===== src/rtl/phase_tp_timer.sv =====
// Phase/timepulse master timer: turns rising edges of the asynchronous CLOCK input into
// one-hot phase strobes, CT and a one-hot timepulse ring, with monitor stop/step and restart.
module phase_tp_timer #(
  parameter int unsigned NUM_PHASES = 4,
  parameter int unsigned NUM_TP     = 12
) (
  input  logic                  SIM_CLK,
  input  logic                  SIM_RST,
  input  logic                  CLOCK,
  input  logic                  RESTART,
  input  logic                  MSTP,
  input  logic                  STEP,
  output logic [NUM_PHASES-1:0] PHS,
  output logic                  CT,
  output logic [NUM_TP-1:0]     TP,
  output logic                  MCT_END
);

  localparam int unsigned PW = (NUM_PHASES > 2) ? $clog2(NUM_PHASES) : 1;
  localparam int unsigned TW = (NUM_TP > 2) ? $clog2(NUM_TP) : 1;
  localparam logic [PW-1:0] PH_LAST = PW'(NUM_PHASES - 1);
  localparam logic [PW-1:0] PH_HALF = PW'(NUM_PHASES / 2);
  localparam logic [TW-1:0] TP_LAST = TW'(NUM_TP - 1);

  logic [2:0]            sync_q, sync_d;
  logic [PW-1:0]         phase_q, phase_d;
  logic [TW-1:0]         tp_q, tp_d;
  logic                  running_q, running_d;
  logic                  restart_pend_q, restart_pend_d;
  logic                  step_pend_q, step_pend_d;
  logic [NUM_PHASES-1:0] phs_q, phs_d;
  logic [NUM_TP-1:0]     tp_oh_q, tp_oh_d;
  logic                  ct_q, ct_d;
  logic                  mct_end_q, mct_end_d;

  logic adv_c;
  logic restart_now_c;
  logic step_set_c;

  assign adv_c         = sync_q[1] & ~sync_q[2];
  assign restart_now_c = restart_pend_q | RESTART;
  // A restart in the same cycle swallows the step request.
  assign step_set_c    = STEP & ~RESTART;

  // State register
  always_ff @(posedge SIM_CLK or negedge SIM_RST) begin
    if (!SIM_RST) begin
      sync_q         <= '0;
      phase_q        <= PH_LAST;
      tp_q           <= TP_LAST;
      running_q      <= 1'b0;
      restart_pend_q <= 1'b0;
      step_pend_q    <= 1'b0;
      phs_q          <= '0;
      tp_oh_q        <= '0;
      ct_q           <= 1'b0;
      mct_end_q      <= 1'b0;
    end else begin
      sync_q         <= sync_d;
      phase_q        <= phase_d;
      tp_q           <= tp_d;
      running_q      <= running_d;
      restart_pend_q <= restart_pend_d;
      step_pend_q    <= step_pend_d;
      phs_q          <= phs_d;
      tp_oh_q        <= tp_oh_d;
      ct_q           <= ct_d;
      mct_end_q      <= mct_end_d;
    end
  end

  // Next-state: phase/timepulse sequencing on each detected CLOCK rising edge
  always_comb begin
    sync_d         = {sync_q[1:0], CLOCK};
    phase_d        = phase_q;
    tp_d           = tp_q;
    running_d      = running_q;
    restart_pend_d = restart_now_c;
    step_pend_d    = step_pend_q | step_set_c;
    mct_end_d      = 1'b0;
    if (adv_c) begin
      if (!running_q || restart_now_c) begin
        running_d      = 1'b1;
        phase_d        = '0;
        tp_d           = '0;
        restart_pend_d = 1'b0;
        step_pend_d    = 1'b0;
      end else if (phase_q != PH_LAST) begin
        phase_d = phase_q + PW'(1);
      end else begin
        phase_d = '0;
        if (tp_q != TP_LAST) begin
          tp_d = tp_q + TW'(1);
        end else if (!MSTP || step_pend_q) begin
          // MCT wrap consumes any pending step; a step arriving now is kept.
          tp_d        = '0;
          mct_end_d   = 1'b1;
          step_pend_d = step_set_c;
        end
      end
    end
  end

  // Output decode from next state so every strobe leaves a flop
  always_comb begin
    phs_d   = '0;
    tp_oh_d = '0;
    ct_d    = 1'b0;
    if (running_d) begin
      phs_d   = NUM_PHASES'(1) << phase_d;
      tp_oh_d = NUM_TP'(1) << tp_d;
      ct_d    = (phase_d < PH_HALF);
    end
  end

  assign PHS     = phs_q;
  assign TP      = tp_oh_q;
  assign CT      = ct_q;
  assign MCT_END = mct_end_q;

endmodule


===== config.mk =====
export PLATFORM = sky130hd
export DESIGN_NAME = phase_tp_timer
export DESIGN_NICKNAME = d
export VERILOG_FILES = /design/src/rtl/phase_tp_timer.sv
export SDC_FILE = /design/constraint.sdc
export NUM_CORES = 1
export LEC_CHECK = 0
export BUFFER_PORTS_ARGS = -buffer_cell sky130_fd_sc_hd__buf_2
export CORE_AREA = 2 2 64 78
export CTS_BUF_LIST = sky130_fd_sc_hd__clkbuf_8 sky130_fd_sc_hd__clkbuf_16
export CTS_CLUSTER_DIAMETER = 100
export DETAILED_ROUTE_END_ITERATION = 16
export DIE_AREA = 0 0 66 80
export GPL_ROUTABILITY_DRIVEN = 0
export HOLD_SLACK_MARGIN = 0.06
export PLACE_DENSITY = 0.56
export SYNTH_ARGS = -nofsm -noshare
export SYNTH_HDL_FRONTEND = slang
export SYNTH_SLANG_ARGS = --single-unit

===== constraint.sdc =====
create_clock -name SIM_CLK -period 2.7 [get_ports SIM_CLK]
set_input_delay 0.27 -clock SIM_CLK [delete_from_list [all_inputs] [get_ports SIM_CLK]]
set_output_delay 0.27 -clock SIM_CLK [all_outputs]
set_load 0.05 [all_outputs]

=== Yosys cells after proc, flatten, opt, wreduce, memory -nomap -nowiden ===
Cells that the tools add are included.

* Bits in read-only memories: 0
* Input bits: 6
* Memories kept: 0
* Output and inout bits: 18
* Logic and storage cells: 52
* Register bits: 30
* Bits in latches: 0
* Bits in writable memories: 0

* $lt $le $gt $ge: 1
* Reduce and logical (&&, ||, !) cells: 4
* Eq/ne operators: 2
* Add/sub/neg operators: 2
* Multipliers: 0
* Bitwise logic cells: 6
* Shift-type cells: 2
* Divide/modulo/power cells: 0
* Muxes and demuxes: 25

{| class="wikitable"
|+ Operators with widths
! cell !! count
|-
| 4-bit 2-to-1 mux || 6
|-
| 1-bit 2-to-1 mux || 15
|-
| 12-bit 2-to-1 mux || 1
|-
| 1-bit by 4-bit left shift with 12-bit output, first input constant || 1
|-
| 2-bit 2-to-1 mux || 3
|-
| 4-bit by 1-bit adder with 4-bit output, second input constant || 1
|-
| 4-bit != test, second input constant || 1
|-
| 1-bit by 2-bit left shift with 4-bit output, first input constant || 1
|-
| 2-bit by 1-bit adder with 2-bit output, second input constant || 1
|-
| 1-bit bitwise AND || 2
|-
| 1-bit logical NOT || 2
|-
| 1-bit logical OR || 2
|-
| 2-bit less-than comparator, second input constant || 1
|-
| 2-bit != test, second input constant || 1
|-
| 1-bit NOT || 2
|-
| 1-bit bitwise OR || 2
|}

=== Logic depth before layout (Yosys ltp) ===
* Depth in word-level cells: 9
* Depth in mapped cells: 7
* Depth with buffers taken out: 7

=== Least setup slack after synthesis ===
Ideal clock, no wire load.

* Path kind: reg2reg
* Start point: register phase_q[0]
* End point: register tp_oh_q[8] (netlist: TP[8])
* Cell stages (with the launch flop): 7
* Arrival: 2.047 ns
* Setup time: 0.073 ns
* Path buffers: 0
* Setup slack: 0.580 ns
* Cell sequence: dfstp_2 ha_1 or2b_2 or4_1 and3_4 or3_4 nor2_1

* Word-level cells in the longest chain between the ends: 6

{| class="wikitable"
|+ Ends and longest elaborated chain
! element !! line !! RTL
|-
| start: declaration || 26 || <nowiki>logic [PW-1:0] phase_q, phase_d;</nowiki>
|-
| start signal: assignment || 60 || <nowiki>phase_q <= phase_d;</nowiki>
|-
| 2-bit != test || 88 || <nowiki>end else if (phase_q != PH_LAST) begin</nowiki>
|-
| 4-bit 2-to-1 mux || 88 ||
|-
| 4-bit 2-to-1 mux || 82 || <nowiki>if (!running_q || restart_now_c) begin</nowiki>
|-
| 4-bit 2-to-1 mux || 81 || <nowiki>if (adv_c) begin</nowiki>
|-
| 1-bit by 4-bit left shift with 12-bit output || 111 || <nowiki>tp_oh_d = NUM_TP'(1) << tp_d;</nowiki>
|-
| 12-bit 2-to-1 mux || 109 || <nowiki>if (running_d) begin</nowiki>
|-
| named net tp_oh_d[8] || 32 || <nowiki>logic [NUM_TP-1:0] tp_oh_q, tp_oh_d;</nowiki>
|-
| end signal: assignment || 66 || <nowiki>tp_oh_q <= tp_oh_d;</nowiki>
|-
| end: declaration || 32 ||
|}

The timed path passes the listed nets, and every way through them passes these cells.

=== Final worst setup path ===
* Start point: register running_q
* End point: register tp_oh_q[11] (netlist: TP[11])

* Word-level cells in the longest chain between the ends: 6
* Elaborated cells between the ends (all ways): 8
* Classes of those cells: shift (1); mux (5); reduce/logical (2)

{| class="wikitable"
|+ Ends and longest elaborated chain
! element !! line !! RTL
|-
| start: declaration || 28 || <nowiki>logic running_q, running_d;</nowiki>
|-
| start signal: assignment || 62 || <nowiki>running_q <= running_d;</nowiki>
|-
| 1-bit logical NOT || 82 ||
|-
| 1-bit logical OR || 82 ||
|-
| 4-bit 2-to-1 mux || 82 ||
|-
| 4-bit 2-to-1 mux || 81 ||
|-
| 1-bit by 4-bit left shift with 12-bit output || 111 ||
|-
| 12-bit 2-to-1 mux * || 109 ||
|-
| named net tp_oh_d[11] || 32 ||
|}

The timed path passes the listed nets; every way through them passes the cells marked *.

==> impl_metrics.xml <==
<?xml version="1.0" encoding="UTF-8"?>
<metrics>
  <group name="pwr">
    <metric name="clock_share_of_power" unit="%">40.2</metric>
    <metric name="netSwitchingPower" unit="W">0.0002357</metric>
    <metric name="vdd.ir_drop.worst" unit="uV">311.7</metric>
    <metric name="leakage" unit="nW">0.7047</metric>
    <metric name="p_per_area" unit="nW/um2">613.4</metric>
    <metric name="switching_share_of_total_power" unit="%">25.43</metric>
    <metric name="internal-power" unit="W">0.0006914</metric>
    <metric name="p_comb_share" unit="%">8.6</metric>
    <metric name="seqPwrFrac" unit="%">51.2</metric>
  </group>
  <group name="grt">
    <metric name="antenna_violations_before_repair" unit="">0</metric>
    <metric name="grt_start_max_net_pins" unit="">31</metric>
    <metric name="global_route.usage.total" unit="%">11.23</metric>
    <metric name="grt-ovfl-total" unit="">0</metric>
    <metric name="wire_length_of_the_first_global_routing_pass" unit="um">4347</metric>
    <metric name="grt_pass1_vias" unit="">964</metric>
  </group>
  <group name="detailed_routing">
    <metric name="wl" unit="um">2495</metric>
    <metric name="vias_per_cell" unit="">4.455</metric>
    <metric name="drt_iter0_drc" unit="">10</metric>
    <metric name="detail_route.first_pass.iterations" unit="">4</metric>
    <metric name="drt_drc" unit="">0</metric>
    <metric name="routedWlPerCell" unit="um">12.35</metric>
    <metric name="dr_total_vias" unit="">900</metric>
    <metric name="ant_nets" unit="">0</metric>
  </group>
  <group name="synth">
    <metric name="ys_top_cells_by_area" unit="">sky130_fd_sc_hd__dfrtp_1 (51%), sky130_fd_sc_hd__dfstp_2 (11%), sky130_fd_sc_hd__nor2_1 (6.1%), sky130_fd_sc_hd__a21oi_1 (2.9%), sky130_fd_sc_hd__inv_1 (2.1%)</metric>
    <metric name="synth.avg_cell_area" unit="um2">10.77</metric>
    <metric name="cell_count_after_synthesis" unit="">114</metric>
    <metric name="synth-edff-count" unit="">0</metric>
    <metric name="mappedNetlistArea" unit="um2">1227</metric>
    <metric name="synth_top_cells_by_count" unit="">sky130_fd_sc_hd__dfrtp_1 (25), sky130_fd_sc_hd__nor2_1 (20), sky130_fd_sc_hd__a21oi_1 (7), sky130_fd_sc_hd__inv_1 (7)</metric>
    <metric name="synth_ff_type" unit="">sky130_fd_sc_hd__dfrtp_1</metric>
    <metric name="synth_sequential_area_ratio" unit="%">61.67</metric>
    <metric name="yosysMostFrequentCell" unit="">sky130_fd_sc_hd__dfrtp_1</metric>
    <metric name="yosys_register_bits" unit="">30</metric>
    <metric name="synth_largest_area_cell" unit="">sky130_fd_sc_hd__dfrtp_1</metric>
    <metric name="synth_cell_types" unit="">31</metric>
    <metric name="synth.net_count" unit="">122</metric>
    <metric name="synthArstFlopShare" unit="%">100.0</metric>
    <metric name="yosysWarningCount" unit="">0</metric>
    <metric name="post-synth-top-area-fraction" unit="%">50.97</metric>
  </group>
  <group name="finish">
    <metric name="finish.cell_count_without_fillers" unit="">202</metric>
    <metric name="final_layout_size_suffix_gt1_share" unit="%">28.47</metric>
    <metric name="filler_cell_count" unit="">487</metric>
    <metric name="nets" unit="">151</metric>
    <metric name="area_growth_syn_to_layout" unit="%">23.14</metric>
    <metric name="antennaDiodeCount" unit="">0</metric>
  </group>
  <group name="sta">
    <metric name="tightest_slew" unit="ns">0.6518</metric>
    <metric name="clock_skew" unit="ns">0.006912</metric>
    <metric name="finalMaxSlewViolations" unit="">0</metric>
    <metric name="final.min_clock_period" unit="ns">2.203</metric>
    <metric name="fmax" unit="GHz">0.4540</metric>
    <metric name="timing.final.crit_share" unit="%">81.58</metric>
    <metric name="final-setup-viol-count" unit="">0</metric>
    <metric name="max_slew_margin" unit="%">56.55</metric>
    <metric name="totalNegativeSetupSlack" unit="ns">0</metric>
    <metric name="rsz0062_at_grt" unit="">no</metric>
    <metric name="hold_viol_final" unit="">0</metric>
  </group>
  <group name="clock_tree">
    <metric name="clock_tree.root_cell" unit="">sky130_fd_sc_hd__clkbuf_8</metric>
    <metric name="clk_transition_reported_paths" unit="ns">0.07</metric>
    <metric name="cts_setup_buffers" unit="">0</metric>
    <metric name="clock_tree.buffer_depth" unit="">2</metric>
    <metric name="maximum_level_of_the_cts_h_tree" unit="">2</metric>
    <metric name="cts_sinks" unit="">30</metric>
    <metric name="worst_skew_pair.late_latency" unit="ns">0.28</metric>
    <metric name="cts_tree" unit="">yes</metric>
    <metric name="cts_inserted_buffers" unit="">5</metric>
  </group>
  <group name="floorplan">
    <metric name="die_x" unit="um">66</metric>
    <metric name="floorplan.io_pins" unit="">24</metric>
    <metric name="dieArea" unit="um2">5280</metric>
    <metric name="core" unit="um2">4527</metric>
    <metric name="num_rows" unit="">27</metric>
    <metric name="dieHeight" unit="um">80</metric>
    <metric name="initial_core_utilization" unit="%">27.11</metric>
  </group>
  <group name="job">
    <metric name="max-cap-violations" unit="">0</metric>
  </group>
  <group name="critical_path">
    <metric name="crit_type" unit="">reg -&gt; reg</metric>
    <metric name="worstSetupEndpointType" unit="">flop</metric>
    <metric name="cpPeakStageDelay" unit="ns">0.55</metric>
    <metric name="timing.reg2reg.worst_path_depth" unit="">5</metric>
    <metric name="regToRegStartpoint" unit="">running_q$_DFF_PN0_</metric>
    <metric name="critPathSlowestCell" unit="">sky130_fd_sc_hd__or4_1</metric>
    <metric name="timing.critical_path.max_delay_family" unit="">simple AND/OR/NAND/NOR gates</metric>
    <metric name="crit_path_cell_trace" unit="">or3b_1 -&gt; or4_1 -&gt; and3_4 -&gt; or3_4 -&gt; nor2_1</metric>
    <metric name="path_max_fanout" unit="">8</metric>
    <metric name="critPathLaunch" unit="">running_q$_DFF_PN0_</metric>
    <metric name="required_time_at_the_endpoint_of_the_critical_path" unit="ns">2.91</metric>
    <metric name="worstSetupEndpoint" unit="">TP[11]$_DFF_PN0_</metric>
    <metric name="regToRegSetupSlack" unit="ns">0.50</metric>
    <metric name="critical_path.startpoint_type" unit="">flop</metric>
    <metric name="cp_data_arrival_time" unit="ns">2.42</metric>
    <metric name="reg2reg_to" unit="">TP[11]$_DFF_PN0_</metric>
    <metric name="cp.depth" unit="">5</metric>
    <metric name="cp_num_buf_inv" unit="">0</metric>
  </group>
  <group name="run_status">
    <metric name="run_status" unit="">finished, final reports clean</metric>
  </group>
  <group name="placed_design">
    <metric name="placedCellCount" unit="">193</metric>
    <metric name="port_buffers" unit="">23</metric>
    <metric name="hpwlAfterDp" unit="um">1861</metric>
  </group>
  <group name="min_path">
    <metric name="worst_hold_path_type" unit="">in -&gt; reg</metric>
  </group>
</metrics>
cells by family after synthesis:
group,after synthesis,synth area share (%)
adder cells (fa/ha/maj),2,2.038
buffers and inverters,9,2.854
AO/OA/AOI/OAI,21,10.30
flip-flops,30,61.67
AND/OR/NAND/NOR,52,23.14
per-layer routing:
metal / vias to the layer above / wire length [um] / GRT usage [%]
li1: 448 / - / -
met1: 422 / 986 / 12.01
met2: 25 / 1297 / 18.69
met3: 5 / 148 / 4.372
met4: 0 / 62 / 6.327
met5: - / 0 / 0
power by group through the flow:
stage	Combinational (W)	Sequential (W)	Clock [W]
after CTS	0.0000809	0.000475	0.000389
after global placement	0.0000777	0.000482	0
after floorplan	0.0000276	0.000507	0
final	0.0000794	0.000475	0.000373
after detailed placement	0.0000797	0.000483	0
after global routing	0.0000871	0.000477	0.000406
stage by stage:
stage	instance area, um2	hold WS, ns	utilization, %	total power (W)	setup slack (ns)
2_1_floorplan	1227	-0.02559	-	0.0005344	0.5803
3_3_place_gp	1406	0.3227	31.07	0.0005601	0.5087
3_5_place_dp	1406	0.3340	31.07	0.0005623	0.4787
4_1_cts	1511	0.08334	33.39	0.0009445	0.4843
5_1_grt	1511	0.07756	33.39	0.0009702	0.3598
6_report	1511	0.09436	33.39	0.0009271	0.4974
cell type report:
class	instances	area (um2)	area share, %
tap	58	72.57	4.801
clock inverter	2	12.51	0.8278
sequential	30	757.0	50.08
multi-input combinational	75	435.4	28.81
inverter	7	26.28	1.738
clock buffer	6	82.58	5.464
timing repair buffer	24	125.1	8.278
repair_timing:
item / CTS / global route
hold endpoints to repair: 25 / 0
gates resized for setup: 0 / 0
setup endpoints to repair: 0 / 0
hold buffers: 1 / 0
sequential cells by signal (all words and copies together), names as in the netlist, 2 cells and up:
register  flops
PHS           4
phase_q       2
tp_q          4
sync_q        3
TP           12
how the worst min path moves through the flow:
stage	start	end	slack [ns]	cells after the start
finish	CLOCK	sync_q[0]$_DFF_PN0_	0.09	1
global route	CLOCK	sync_q[0]$_DFF_PN0_	0.08	1
CTS	CLOCK	sync_q[0]$_DFF_PN0_	0.08	1
detailed placement	SIM_RST	PHS[2]$_DFF_PN0_	0.33	1
global placement	SIM_RST	PHS[2]$_DFF_PN0_	0.32	1
floorplan	SIM_RST	CT$_DFF_PN0_	-0.03	0
layout by cell type, fill, tap and decap left out:
master and instances:
sky130_fd_sc_hd__o21ai_0 5, sky130_fd_sc_hd__nor2b_1 3, sky130_fd_sc_hd__nand2b_1 2, sky130_fd_sc_hd__a21o_1 3
sky130_fd_sc_hd__clkbuf_8 6, sky130_fd_sc_hd__dfrtp_1 25, sky130_fd_sc_hd__or4_2 1, sky130_fd_sc_hd__nand3_1 5
sky130_fd_sc_hd__nor4_1 2, sky130_fd_sc_hd__and3b_1 1, sky130_fd_sc_hd__ha_1 2, sky130_fd_sc_hd__a22oi_1 1
sky130_fd_sc_hd__or2b_2 1, sky130_fd_sc_hd__clkinv_2 1, sky130_fd_sc_hd__and3_4 1, sky130_fd_sc_hd__nor3_1 2
sky130_fd_sc_hd__or4_1 2, sky130_fd_sc_hd__or3b_1 1, sky130_fd_sc_hd__inv_1 7, sky130_fd_sc_hd__nand2_1 4
sky130_fd_sc_hd__clkinvlp_4 1, sky130_fd_sc_hd__dfstp_2 5, sky130_fd_sc_hd__or2_2 1, sky130_fd_sc_hd__buf_2 23
sky130_fd_sc_hd__or3_1 1, sky130_fd_sc_hd__o2111ai_1 1, sky130_fd_sc_hd__a21oi_1 7, sky130_fd_sc_hd__or3_4 1
sky130_fd_sc_hd__nor2_1 20, sky130_fd_sc_hd__nand3b_1 3, sky130_fd_sc_hd__o22a_1 1, sky130_fd_sc_hd__a31oi_1 3
sky130_fd_sc_hd__nor3b_1 1, sky130_fd_sc_hd__dlygate4sd3_1 1
No activity file was read; power rests on OpenSTA's default activity.
